$ cat src/rtl/screen_painter.sv
// Full-frame raster copy from a screen memory to the VGA adapter.
// Coordinates ride a RD_LAT-deep pipeline so they line up with the read data.
module screen_painter #(
   parameter int WIDTH    = 160,
   parameter int HEIGHT   = 120,
   parameter int ADDR_W   = 15,
   parameter int COLOUR_W = 3,
   parameter int RD_LAT   = 2
) (
   input  logic                clock,
   input  logic                reset,
   input  logic                mem_ready,
   input  logic                start,
   input  logic [1:0]          screen_sel,
   input  logic [31:0]         q1,
   input  logic [31:0]         q2,
   input  logic [31:0]         qs,
   output logic [ADDR_W-1:0]   rdaddress,
   output logic [7:0]          x,
   output logic [6:0]          y,
   output logic [COLOUR_W-1:0] colour,
   output logic                plot,
   output logic                busy,
   output logic                done
);

   localparam logic [ADDR_W-1:0] LAST_A = ADDR_W'(WIDTH * HEIGHT - 1);
   localparam logic [7:0]        X_LAST = 8'(WIDTH - 1);
   localparam int                DW     = $clog2(RD_LAT + 1);

   typedef enum logic [1:0] {
      IDLE,
      SCAN,
      DRAIN,
      DONE
   } state_t;

   state_t              state_q;
   logic [ADDR_W-1:0]   addr_q;
   logic [7:0]          xc_q;
   logic [6:0]          yc_q;
   logic [1:0]          sel_q;
   logic [DW-1:0]       drain_q;
   logic                busy_q;
   logic                done_q;

   logic [RD_LAT-1:0]       pv_q;
   logic [RD_LAT-1:0][7:0]  px_q;
   logic [RD_LAT-1:0][6:0]  py_q;

   logic [COLOUR_W-1:0] col_d;

   always_ff @(posedge clock or posedge reset) begin
      if (reset) begin
         state_q <= IDLE;
         addr_q  <= '0;
         xc_q    <= '0;
         yc_q    <= '0;
         sel_q   <= '0;
         drain_q <= '0;
         busy_q  <= 1'b0;
         done_q  <= 1'b0;
      end else begin
         case (state_q)
            IDLE: begin
               if (start && mem_ready) begin
                  sel_q   <= screen_sel;
                  addr_q  <= '0;
                  xc_q    <= '0;
                  yc_q    <= '0;
                  busy_q  <= 1'b1;
                  state_q <= SCAN;
               end
            end
            SCAN: begin
               if (addr_q == LAST_A) begin
                  drain_q <= '0;
                  state_q <= DRAIN;
               end else begin
                  addr_q <= addr_q + ADDR_W'(1);
                  if (xc_q == X_LAST) begin
                     xc_q <= '0;
                     yc_q <= yc_q + 7'd1;
                  end else begin
                     xc_q <= xc_q + 8'd1;
                  end
               end
            end
            DRAIN: begin
               // last address needs RD_LAT cycles to reach the plot output
               if (drain_q == DW'(RD_LAT - 1)) begin
                  done_q  <= 1'b1;
                  state_q <= DONE;
               end else begin
                  drain_q <= drain_q + DW'(1);
               end
            end
            DONE: begin
               done_q  <= 1'b0;
               busy_q  <= 1'b0;
               state_q <= IDLE;
            end
            default: state_q <= IDLE;
         endcase
      end
   end

   always_ff @(posedge clock or posedge reset) begin
      if (reset) begin
         pv_q <= '0;
         px_q <= '0;
         py_q <= '0;
      end else begin
         pv_q[0] <= (state_q == SCAN);
         px_q[0] <= xc_q;
         py_q[0] <= yc_q;
         for (int i = 1; i < RD_LAT; i++) begin
            pv_q[i] <= pv_q[i-1];
            px_q[i] <= px_q[i-1];
            py_q[i] <= py_q[i-1];
         end
      end
   end

   // colour is taken straight from q so it aligns with the delayed x/y
   always_comb begin
      col_d = '0;
      unique case (sel_q)
         2'd0: col_d = q1[COLOUR_W-1:0];
         2'd1: col_d = q2[COLOUR_W-1:0];
         2'd2: col_d = qs[COLOUR_W-1:0];
         default: col_d = '0;
      endcase
      if (!pv_q[RD_LAT-1]) col_d = '0;
   end

   logic unused_q_bits;
   assign unused_q_bits = ^{q1[31:COLOUR_W], q2[31:COLOUR_W], qs[31:COLOUR_W]};

   assign rdaddress = addr_q;
   assign x         = px_q[RD_LAT-1];
   assign y         = py_q[RD_LAT-1];
   assign plot      = pv_q[RD_LAT-1];
   assign colour    = col_d;
   assign busy      = busy_q;
   assign done      = done_q;

endmodule
$ cat config.mk
export PLATFORM = sky130hd
export DESIGN_NAME = screen_painter
export DESIGN_NICKNAME = d
export VERILOG_FILES = /design/src/rtl/screen_painter.sv
export SDC_FILE = /design/constraint.sdc
export NUM_CORES = 1
export LEC_CHECK = 0
export CAP_MARGIN = 20
export CORE_MARGIN = 10
export CORE_UTILIZATION = 40
export CTS_BUF_LIST = sky130_fd_sc_hd__clkbuf_2
export CTS_CLUSTER_SIZE = 24
export DETAILED_ROUTE_END_ITERATION = 8
export PLACE_DENSITY_LB_ADDON = 0.1
export SLEW_MARGIN = 30
export SYNTH_ARGS = -nofsm -noshare
export SYNTH_HDL_FRONTEND = slang
export SYNTH_SLANG_ARGS = --single-unit
$ cat constraint.sdc
create_clock -name clock -period 2.05 [get_ports clock]
set_clock_uncertainty 0.15 [all_clocks]
set_input_delay 0.205 -clock clock [delete_from_list [all_inputs] [get_ports clock]]
set_output_delay 0.205 -clock clock [all_outputs]
set_load 0.03 [all_outputs]
After elaboration in Yosys (flattened, before gate mapping)
Cells that the tools add are included.
{ "classes": {"n_lt_le_gt_ge": 0, "n_bitwise": 0, "reduce_logical": 14, "div": 0, "n_addsub": 4, "multipliers": 0, "mux": 24, "eq_ne": 14, "n_shift": 0} }
{ "op_table": {"columns": ["operator", "n"], "rows": [
  ["$mux W15", 2],
  ["$pmux W15 S2", 1],
  ["$mux W8", 3],
  ["$mux W7", 3],
  ["$pmux W8 S2", 1],
  ["$add A15 B1 Y15 const B", 1],
  ["$eq A15 B15 Y1 const B", 1],
  ["$pmux W7 S2", 1],
  ["$ne A2 B2 Y1 const B", 6],
  ["$mux W2", 5],
  ["$pmux W3 S3", 1],
  ["$reduce_and A3 Y1", 3],
  ["$add A8 B1 Y8 const B", 1],
  ["$eq A8 B8 Y1 const B", 1],
  ["$pmux W2 S4", 1],
  ["$reduce_bool A2 Y1", 4],
  ["$add A7 B1 Y7 const B", 1],
  ["$eq A2 B1 Y1 const B", 3],
  ["$eq A2 B2 Y1 const B", 3],
  ["$reduce_and A2 Y1", 3],
  ["$logic_not A2 Y1", 2],
  ["$pmux W1 S2", 2],
  ["$pmux W2 S2", 1],
  ["$reduce_and A4 Y1", 1],
  ["4 further kinds", 5]
]} }
{ "totals": {"output_inout_bits": 36, "latch_bits": 0, "input_bits": 102, "elab_cells": 69, "mem_count": 0, "rom_bits": 0, "ram_bits": 0, "ff_bits": 70} }

Logic depth before layout (Yosys ltp)
Gate-level depths: netlist of the first run.
{ "depth": {"depth_word": 4, "depth_mapped": 8, "mapped_depth_nobuf": 6} }

Worst setup path after synthesis of the first run
Ideal clock, no wire load.
{ "synth_timing": {"kind": "reg2reg", "start": "register addr_q[0] (netlist: rdaddress[0])", "end": "register drain_q[1]", "arrival_ns": 2.044, "path_stages_with_launch": 5, "setup_slack_ns": -0.270, "setup_time_ns": 0.126, "required_ns": 1.774, "path_cell_list": "dfrtp_1 ha_1 nand4_1 o41a_1 a221o_1"} }
{ "synth_via": {"elab_chain_cells": 3} }
{ "synth_lines": {"columns": ["element", "line", "rtl"], "rows": [
  ["start, declared", "39", "logic [ADDR_W-1:0] addr_q;"],
  ["start signal, assigned", "80", "addr_q <= addr_q + ADDR_W'(1);"],
  ["$eq A15 B15 Y1", "76", "if (addr_q == LAST_A) begin"],
  ["$ne A2 B2 Y1 (no source line)", null, null],
  ["$reduce_and A3 Y1 (no source line)", null, null],
  ["end signal, assigned", "95", "drain_q <= drain_q + DW'(1);"],
  ["end, declared", "43", "logic [DW-1:0] drain_q;"]
]} }
Every way passes these cells.
A chain may end at the register's enable or synchronous reset.

Worst setup path in the final report of the first run
{ "layout_timing": {"start": "register addr_q[1] (netlist: rdaddress[1])", "end": "register xc_q[7]"} }
{ "layout_via": {"elab_chain_cells": 3} }
{ "layout_lines": {"columns": ["element", "line", "rtl"], "rows": [
  ["$eq A15 B15 Y1", "76", null],
  ["$ne A2 B2 Y1 (no source line)", null, null],
  ["$reduce_and A3 Y1 (no source line)", null, null],
  ["end signal, assigned", "85", "xc_q <= xc_q + 8'd1;"],
  ["end, declared", "40", "logic [7:0] xc_q;"]
]} }
Every way passes these cells.

==> results.sh, run 1 <==
export IMPL_status="finished with violations"
export IMPL_violations="negative setup slack"
export IMPL_hold_end="sel_q[1]"
export IMPL_die_area_um2=12410
export IMPL_cp_end_kind="register"
export IMPL_core_um2=8175
export IMPL_fin_crit_sh_pct=101.1
export IMPL_route_detailed_drc=0
export IMPL_antenna_found_initial=0
export IMPL_finalSetupViolCount=2
export IMPL_required_ps=2280
export IMPL_rsz0062_at_grt="yes"
export IMPL_path_clk_slew_ps=220
export IMPL_syn_inst=306
export IMPL_path_max_fanout=9
export IMPL_synth_top_cell_by_area="dfrtp_1"
export IMPL_drive_gt1_share_pct=26.63
export IMPL_wl_mm=8.138
export IMPL_timing_final_hold_violations=0
export IMPL_synth_edf_count=0
export IMPL_yosysUniqueCellTypes=60
export IMPL_critPathSlowestCell="dfrtp_2"
export IMPL_p_leak_nw=1.963
export IMPL_setup_slack_ps=-21.72
export IMPL_worst_slew_pin_slew_ps=359.5
export IMPL_synth_top_cell_area_share_pct=52.40
export IMPL_critical_path_buf_inv_count=2
export IMPL_final_cell_mix="dfrtp_1 (63), buf_4 (48), clkdlybuf4s50_1 (32)"
export IMPL_max_stage_delay_ps=480
export IMPL_grt_use_met2_pct=20.55
export IMPL_final_common_cell="dfrtp_1"
export IMPL_r2r_setup_slack_ps=-20
export IMPL_area_delta_synth_final_pct=34.39
export IMPL_nFillCells=736
export IMPL_min_delay_path_class="in2reg"
export IMPL_grt_remaining_overflow=0
export IMPL_critPathArrivalTime_ps=2310
export IMPL_min_from="screen_sel[1]"
export IMPL_grt_pass1_wl_mm=13.46
export IMPL_cp_startpoint="rdaddress[1]"
export IMPL_synth_area_top_cells="dfrtp_1 (52%), buf_4 (3.4%), ha_1 (3.4%)"
export IMPL_clkSinkCount=70
export IMPL_start_util_pct=40.89
export IMPL_power_density_nw_per_um2=529.0
export IMPL_ir_drop_uv=265.8
export IMPL_antenna_cells=0
export IMPL_cp_cell_sequence="ha_4, nand4_1, buf_4, nor4_4, or2_4, buf_12, o311ai_1"
export IMPL_cts_buffer_depth=2
export IMPL_dr_pass1_iters=4
export IMPL_slew_violations=0
export IMPL_grt_busiest_layer="met2"
export IMPL_seq_area_frac_synth_pct=52.40
export IMPL_avgSynthCellArea_um2=10.93
export IMPL_grt_util_met3_pct=3.811
export IMPL_first_iter_violations=115
export IMPL_htree_levels=3
export IMPL_ff2ff_path_depth=7
export IMPL_synth_nets=417
export IMPL_clock_latency_ps=500
export IMPL_met1_usage_pct=15.67
export IMPL_slew_headroom_pct=75.77
export IMPL_die_y_um=111.4
export IMPL_cts_made_buffers=9
export IMPL_gp_congestion=0.7897
export IMPL_min_period_ps=2072
export IMPL_synthArstFlopShare_pct=100.0
export IMPL_start_kind="register"
export IMPL_routedWlPerCell_um=16.18
export IMPL_ant_nets=0
export IMPL_grt_total_usage_pct=12.73
export IMPL_ys_flop_type="dfrtp_1"
export IMPL_io_pins=138
export IMPL_r2r_end="xc_q[7]"
export IMPL_yosysWarnings=0
export IMPL_vias=2710
export IMPL_critPathKind="reg2reg"
export IMPL_cts_root_buf="clkbuf_2"
export IMPL_cts_tree="built"
export IMPL_register_area_um2=1760
export IMPL_rows=33
export IMPL_grt_max_degree=71
export IMPL_via_per_inst=5.388
export IMPL_max_freq_ghz=0.4827
export IMPL_hpwlAfterDp_mm=5.566
export IMPL_holdPathStages=2
export IMPL_reg2reg_from="rdaddress[1]"
export IMPL_fin_util_pct=54.96
export IMPL_portBuffers=50
export IMPL_crit_family="simple AND/OR/NAND/NOR gates"
export IMPL_nNetsFinal=505
export IMPL_cap_violations=0
export IMPL_synth_seq_cells=70
export IMPL_dp_slack_ps=-27.53
export IMPL_syn_area_um2=3343
export IMPL_dieWidth_um=111.4
export IMPL_multi_input_area_um2=1463
export IMPL_first_global_vias=2687
[routing by layer]
layer / vias to the layer above / part of all wire [%]
met5: - / 0
met4: 0 / 1.1
met3: 8 / 5.4
met2: 48 / 49
met1: 1341 / 45
li1: 1313 / -
[logic make-up after synthesis]
kind of cell             count (synthesis)  share of synthesized area [%]
adder cells (fa/ha/maj)                  9                          3.368
buffers and inverters                   41                          6.437
AND/OR/NAND/NOR                         98                          17.74
flip-flops                              70                          52.40
AO/OA/AOI/OAI                           78                          16.95
multiplexers                            10                          3.106
[cell usage after synthesis (5+ instances only)]
cell type / n
buf_4: 15
a21oi_1: 7
clkbuf_1: 8
nand3_1: 18
o21ai_0: 14
mux2i_1: 7
a211o_1: 5
and2_1: 5
nand4_1: 12
a22o_1: 5
and3_1: 5
nand2b_1: 5
nand2_1: 17
o21ai_1: 6
ha_1: 9
nor2_1: 7
dfrtp_1: 70
o31ai_1: 11
inv_1: 13
[power by group]
group	internal, mW	switching, mW	leakage [nW]	total [mW]
registers	1.38	0	0.785	1.38
logic	0.0384	0.0426	1.10	0.0810
clock network	0.398	0.515	0.0817	0.913
total	1.82	0.558	1.96	2.38
[timing repair]
action                     CTS  global route
gates cloned                 0             1
setup endpoints to repair   23            33
gates resized for setup     15            29
hold buffers                 1             0
hold endpoints to repair    61             0
setup buffers                2             5
pin swaps                    5             9
[worst register-to-register path, delay by kind of cell, from the launching register on]
family | cells | cell delay, ps
flip-flops | 1 | 480
buffers and inverters | 2 | 350
AND/OR/NAND/NOR | 3 | 530
AO/OA/AOI/OAI | 1 | 280
adder cells (fa/ha/maj) | 1 | 170
[worst max-delay path by stage]
stage / end / depth (start not counted)
after global placement: yc_q[5] / 4
after floorplan: state_q[1] / 5
after detailed placement: yc_q[1] / 6
after CTS: yc_q[1] / 6
final: xc_q[7] / 7
after global routing: xc_q[5] / 8
[per-stage QoR]
stage / total power, mW / hold WS [ps] / TNS [ps] / cell area (um2) / std cells
3_3_place_gp: 1.485 / 181.7 / -3.421 / 4213 / 479
2_1_floorplan: 1.439 / 181.2 / -374.3 / 3373 / 306
3_5_place_dp: 1.485 / 184.7 / -60.40 / 4213 / 479
4_1_cts: 2.400 / 121.6 / -111.0 / 4352 / 497
6_report: 2.377 / 154.6 / -23.64 / 4493 / 503
5_1_grt: 2.449 / 134.0 / -1382 / 4493 / 503
[layout make-up]
| cell class | instances | share of cell area (%) |
|---|---|---|
| clock buffer | 9 | 1.003 |
| clock inverter | 6 | 1.949 |
| inverter | 13 | 1.253 |
| multi-input combinational | 195 | 32.55 |
| sequential | 70 | 39.18 |
| tap | 105 | 2.924 |
| timing repair buffer | 105 | 21.14 |
[flip-flops by register name, summed over array words and instances, names as in the netlist]
register and cells:
busy 1, done 1, drain_q 2, pv_q 2
px_q 8, py_q 7, rdaddress 15, sel_q 2
state_q 2, x 8, xc_q 8, y 7
yc_q 7
(Power assumes the default switching activity.)
==> inputs of run 2 (changes only) <==
--- a/constraint.sdc
+++ b/constraint.sdc
@@ -4,2 +4,2 @@
 set_output_delay 0.205 -clock clock [all_outputs]
-set_load 0.03 [all_outputs]
+set_load 0.1 [all_outputs]
==> run 2 against run 1 <==
Flip-flop and latch count unchanged. Count of clock-buffer cells in the layout up 1. Largest cell class unchanged. Worst hold slack worse by 9.6 ps. Global-route usage up 0.47 points. Fmax up 2.1%. The run now ends clean. Critical path type unchanged. First-iteration DRC count down 21%. Register-to-register slack better by 40 ps. Die area unchanged. Via count up 1.4%. Combinational power up 31%. Total power up 0.80%.
==> results.sh, run 2 (synthesized netlist as in run 1, its figures left out) <==
export IMPL_status="completed"
export IMPL_register_area_um2=1772
export IMPL_final_common_cell="buf_4"
export IMPL_cts_buffer_depth=2
export IMPL_antenna_cells=0
export IMPL_first_iter_violations=91
export IMPL_required_ps=2310
export IMPL_finalSetupViolCount=0
export IMPL_rsz0062_at_grt="yes"
export IMPL_dp_cells=478
export IMPL_via_per_inst=5.411
export IMPL_critPathArrivalTime_ps=2280
export IMPL_grt_remaining_overflow=0
export IMPL_antenna_found_initial=0
export IMPL_cts_made_buffers=9
export IMPL_setup_slack_ps=21.86
export IMPL_max_freq_ghz=0.4931
export IMPL_cts_tree="built"
export IMPL_ant_nets=0
export IMPL_hpwlAfterDp_mm=5.767
export IMPL_finalPower_mw=2.396
export IMPL_min_period_ps=2028
export IMPL_multi_input_area_um2=1645
export IMPL_layout_cells_non_filler=508
export IMPL_dr_pass1_iters=6
export IMPL_dp_slack_ps=-37.76
export IMPL_nFillCells=716
export IMPL_slew_headroom_pct=74.64
export IMPL_die_area_um2=12410
export IMPL_grt_pass1_wl_mm=13.78
export IMPL_path_clk_slew_ps=190
export IMPL_grt_total_usage_pct=13.20
export IMPL_start_kind="register"
export IMPL_die_y_um=111.4
export IMPL_fin_crit_sh_pct=98.93
export IMPL_slew_violations=0
export IMPL_cts_root_buf="clkbuf_2"
export IMPL_ir_drop_uv=304.9
export IMPL_route_detailed_drc=0
export IMPL_core_um2=8175
export IMPL_gp_congestion=0.8293
export IMPL_p_leak_nw=2.023
export IMPL_critPathKind="reg2reg"
export IMPL_min_delay_path_class="in2reg"
export IMPL_vias=2749
export IMPL_worst_slew_pin_slew_ps=380.4
export IMPL_cp_end_kind="register"
export IMPL_clock_latency_ps=520
export IMPL_grt_max_degree=71
export IMPL_htree_levels=3
export IMPL_portBuffers=50
export IMPL_power_density_nw_per_um2=507.9
export IMPL_routedWlPerCell_um=16.55
export IMPL_nNetsFinal=509
export IMPL_start_util_pct=40.89
export IMPL_drive_gt1_share_pct=43.18
export IMPL_cap_violations=0
export IMPL_first_global_vias=2718
export IMPL_timing_final_hold_violations=0
export IMPL_io_pins=138
export IMPL_final_cell_mix="buf_4 (82), dfrtp_1 (54), nand2_1 (17)"
export IMPL_dieWidth_um=111.4
export IMPL_path_max_fanout=2
export IMPL_clkSinkCount=70
export IMPL_wl_mm=8.408
export IMPL_largest_register_ffs=15
export IMPL_area_delta_synth_final_pct=41.09
export IMPL_rows=33
==> run 2: cell types whose count changed in the layout (fill, tap and decap cells not counted), sizes merged <==
cell	before	now
clkdlybuf4s50	32	14
inv	11	12
dlygate4sd2	15	0
buf	57	93
clkbuf	9	11
clkinv	4	3
==> run 2: final cells by class <==
| type | instances | area share, % |
|---|---|---|
| clock inverters | 6 | 1.830 |
| clock buffers | 10 | 1.061 |
| well taps | 105 | 2.785 |
| flip-flops and latches | 70 | 37.56 |
| repair buffers | 109 | 20.77 |
| multi-input cells | 195 | 34.88 |
| inverters | 13 | 1.114 |
==> run 2: path summary, 6_finish.rpt <==
path | start | endpoint | slack [ps] | cells past startpoint
max | xc_q[6] | yc_q[5] | 20 | 4
min | screen_sel[0] | sel_q[0] | 150 | 2
max reg2reg | xc_q[6] | yc_q[5] | 20 | 4
min reg2reg | py_q[5] | y[5] | 200 | 0
max in group asynchronous | reset | rdaddress[10] | 920 | 4
min in group asynchronous | reset | y[0] | 490 | 4
==> run 2: through the flow <==
stage | setup TNS, ps | hold WS [ps] | utilization [%] | instance area (um2)
3_3_place_gp | -1.121 | 181.3 | 50.95 | 4165
4_1_cts | -11.47 | 110.2 | 53.05 | 4337
3_5_place_dp | -55.55 | 185.5 | 50.95 | 4165
2_1_floorplan | -8346 | 181.2 | - | 3417
5_1_grt | -1531 | 114.2 | 57.70 | 4717
6_report | 0 | 145.0 | 57.70 | 4717
==> run 2: critical path, cell delays in order, from the launching register on <==
cell and delay (ps):
dfrtp_1 410, or3b_1 390, or4_1 500, a211o_1 270, a22o_1 210
==> run 2: power by group <==
part / internal (mW) / leakage, nW / switching [mW]
Sequential: 1.38 / 0.771 / 0
Clock: 0.406 / 0.0819 / 0.501
Combinational: 0.0463 / 1.17 / 0.0594
==> run 2: what timing repair did <==
action | 4_1_cts | 5_1_grt
resized for setup | 6 | 60
hold endpoints to repair | 70 | 0
cloned | 0 | 2
setup endpoints to repair | 11 | 30
hold buffers | 1 | 0
pin swaps | 4 | 17
buffers inserted | 2 | 9
==> run 2: layer usage <==
layer | up-vias | GRT usage [%] | share of wire, %
li1 | 1324 | - | -
met1 | 1370 | 16.06 | 44
met2 | 46 | 21.61 | 50
met3 | 9 | 4.885 | 4.4
met4 | 0 | 3.342 | 1.2
met5 | - | 0 | 0
==> inputs of run 3 (changes only) <==
Settings changed: HOLD_SLACK_MARGIN from default to 0.12.
==> run 3 against run 2 <==
Worst hold slack improved by 61 ps. Global-route usage rose by 0.090 points. Sequential power is essentially flat. Non-clock buffer count is 2 higher. Largest power group unchanged. Final area rose by 0.42%. Largest cell class unchanged. Worst setup slack got worse by 1.4 ps. Critical path depth increased by 4. Clock power is essentially flat. Register-to-register slack about the same. Core utilization up 0.24 points.
==> results.sh, run 3 (synthesized netlist as in run 1, its figures left out) <==
export IMPL_nNetsFinal=511
export IMPL_clock_latency_ps=520
export IMPL_cp_startpoint="state_q[1]"
export IMPL_die_y_um=111.4
export IMPL_slew_violations=0
export IMPL_critPathKind="reg2reg"
export IMPL_hpwlAfterDp_mm=5.767
export IMPL_start_util_pct=40.89
export IMPL_vias=2761
export IMPL_htree_levels=3
export IMPL_holdPathStages=0
export IMPL_hold_worst_slack_ps=205.9
export IMPL_cts_buffer_depth=2
export IMPL_antenna_cells=0
export IMPL_rsz0062_at_grt="yes"
export IMPL_fin_util_pct=57.94
export IMPL_core_um2=8175
export IMPL_layout_cells_non_filler=510
export IMPL_r2r_end="yc_q[5]"
export IMPL_dpl_cell_area_um2=4165
export IMPL_finalSetupViolCount=0
export IMPL_routedWlPerCell_um=16.55
export IMPL_timing_final_hold_violations=0
export IMPL_antenna_found_initial=0
export IMPL_p_clk_share_pct=37.8
export IMPL_die_area_um2=12410
export IMPL_critPathArrivalTime_ps=2280
export IMPL_netSwitchingFraction_pct=23.31
export IMPL_p_leak_nw=2.032
export IMPL_finalInstanceArea_um2=4737
export IMPL_dr_pass1_iters=6
export IMPL_area_delta_synth_final_pct=41.69
export IMPL_reg2reg_from="state_q[1]"
export IMPL_grt_remaining_overflow=0
export IMPL_largest_register_ffs=15
export IMPL_dieWidth_um=111.4
export IMPL_ir_drop_uv=303.4
export IMPL_grt_total_usage_pct=13.29
export IMPL_fin_crit_sh_pct=99.00
export IMPL_route_detailed_drc=0
export IMPL_first_iter_violations=73
export IMPL_cts_made_buffers=9
export IMPL_start_kind="register"
export IMPL_rows=33
export IMPL_portBuffers=50
export IMPL_cts_root_buf="clkbuf_2"
export IMPL_cell_internal_pwr_mw=1.837
export IMPL_cts_tree="built"
export IMPL_seqPwrFrac_pct=57.7
export IMPL_wl_mm=8.442
export IMPL_slew_headroom_pct=74.65
export IMPL_finalPower_mw=2.396
export IMPL_status="completed"
export IMPL_final_common_cell="buf_4"
export IMPL_via_per_inst=5.414
export IMPL_crit_end="yc_q[5]"
export IMPL_cp_end_kind="register"
export IMPL_final_cell_mix="buf_4 (82), dfrtp_1 (54), nand2_1 (17)"
export IMPL_io_pins=138
export IMPL_required_ps=2300
export IMPL_grt_max_degree=71
export IMPL_worst_slew_pin_slew_ps=380.2
export IMPL_max_freq_ghz=0.4927
export IMPL_ant_nets=0
export IMPL_dp_cells=478
export IMPL_power_density_nw_per_um2=505.8
export IMPL_grt_pass1_wl_mm=13.86
export IMPL_drive_gt1_share_pct=42.96
export IMPL_min_period_ps=2030
export IMPL_ff2ff_path_depth=8
export IMPL_path_max_fanout=18
export IMPL_cap_violations=0
export IMPL_clkSinkCount=70
export IMPL_comb_power_share_pct=4.5
export IMPL_path_clk_slew_ps=210
export IMPL_r2r_setup_slack_ps=20
export IMPL_gp_congestion=0.8293
export IMPL_min_delay_path_class="reg2reg"
export IMPL_first_global_vias=2727
export IMPL_p_sw_mw=0.5586
[run 3: final cells by class]
class / instances / area, um2
clock buffers: 10 / 50.05
clock inverters: 6 / 86.33
fillers: 714 / 3438
inverters: 13 / 52.55
multi-input cells: 195 / 1645
flip-flops and latches: 70 / 1772
well taps: 105 / 131.4
repair buffers: 111 / 999.7
[run 3: worst min-delay path by stage]
stage	startpoint	slack, ps	endpoint
final	px_q[4]	210	x[4]
after global routing	px_q[4]	210	x[4]
after CTS	px_q[4]	210	x[4]
after detailed placement	px_q[1]	190	x[1]
after global placement	py_q[6]	180	y[6]
after floorplan	pv_q[0]	180	pv_q[1]
[run 3: what timing repair did]
item | CTS | global route
resized for setup | 6 | 60
hold buffers | 3 | 0
setup endpoints to repair | 11 | 30
hold endpoints to repair | 72 | 0
cloned | 0 | 2
pin swaps | 4 | 17
setup buffers | 2 | 9
[run 3: worst max-delay path, cell delays in order, from the launching register on]
cell      delay, ps
dfrtp_1         400
inv_2            70
buf_4           130
ha_2            170
nand2b_1        160
and2_4          190
buf_8           170
a211o_1         280
a22o_1          210
[run 3: power by group through the flow]
stage | combinational (mW) | sequential (mW) | clock, mW
2_1_floorplan | 0.0491 | 1.41 | 0
3_3_place_gp | 0.104 | 1.41 | 0
3_5_place_dp | 0.105 | 1.41 | 0
4_1_cts | 0.111 | 1.38 | 0.934
5_1_grt | 0.118 | 1.38 | 0.988
6_report | 0.109 | 1.38 | 0.905
[run 3: stage by stage]
stage / worst slack [ps] / TNS, ps
global route: -93.52 / -1531
detailed placement: -37.76 / -55.55
global placement: -1.121 / -1.121
finish: 20.46 / 0
floorplan: -368.5 / -8346
CTS: -11.47 / -11.47
[run 3: metal layers]
layer | global-route usage, % | routed length (um) | vias up | share of wire [%]
met5 | 0 | 0 | - | 0
li1 | - | - | 1327 | -
met2 | 21.84 | 4249 | 49 | 50
met3 | 4.885 | 397 | 12 | 4.7
met4 | 3.342 | 121 | 0 | 1.4
met1 | 16.13 | 3674 | 1373 | 44
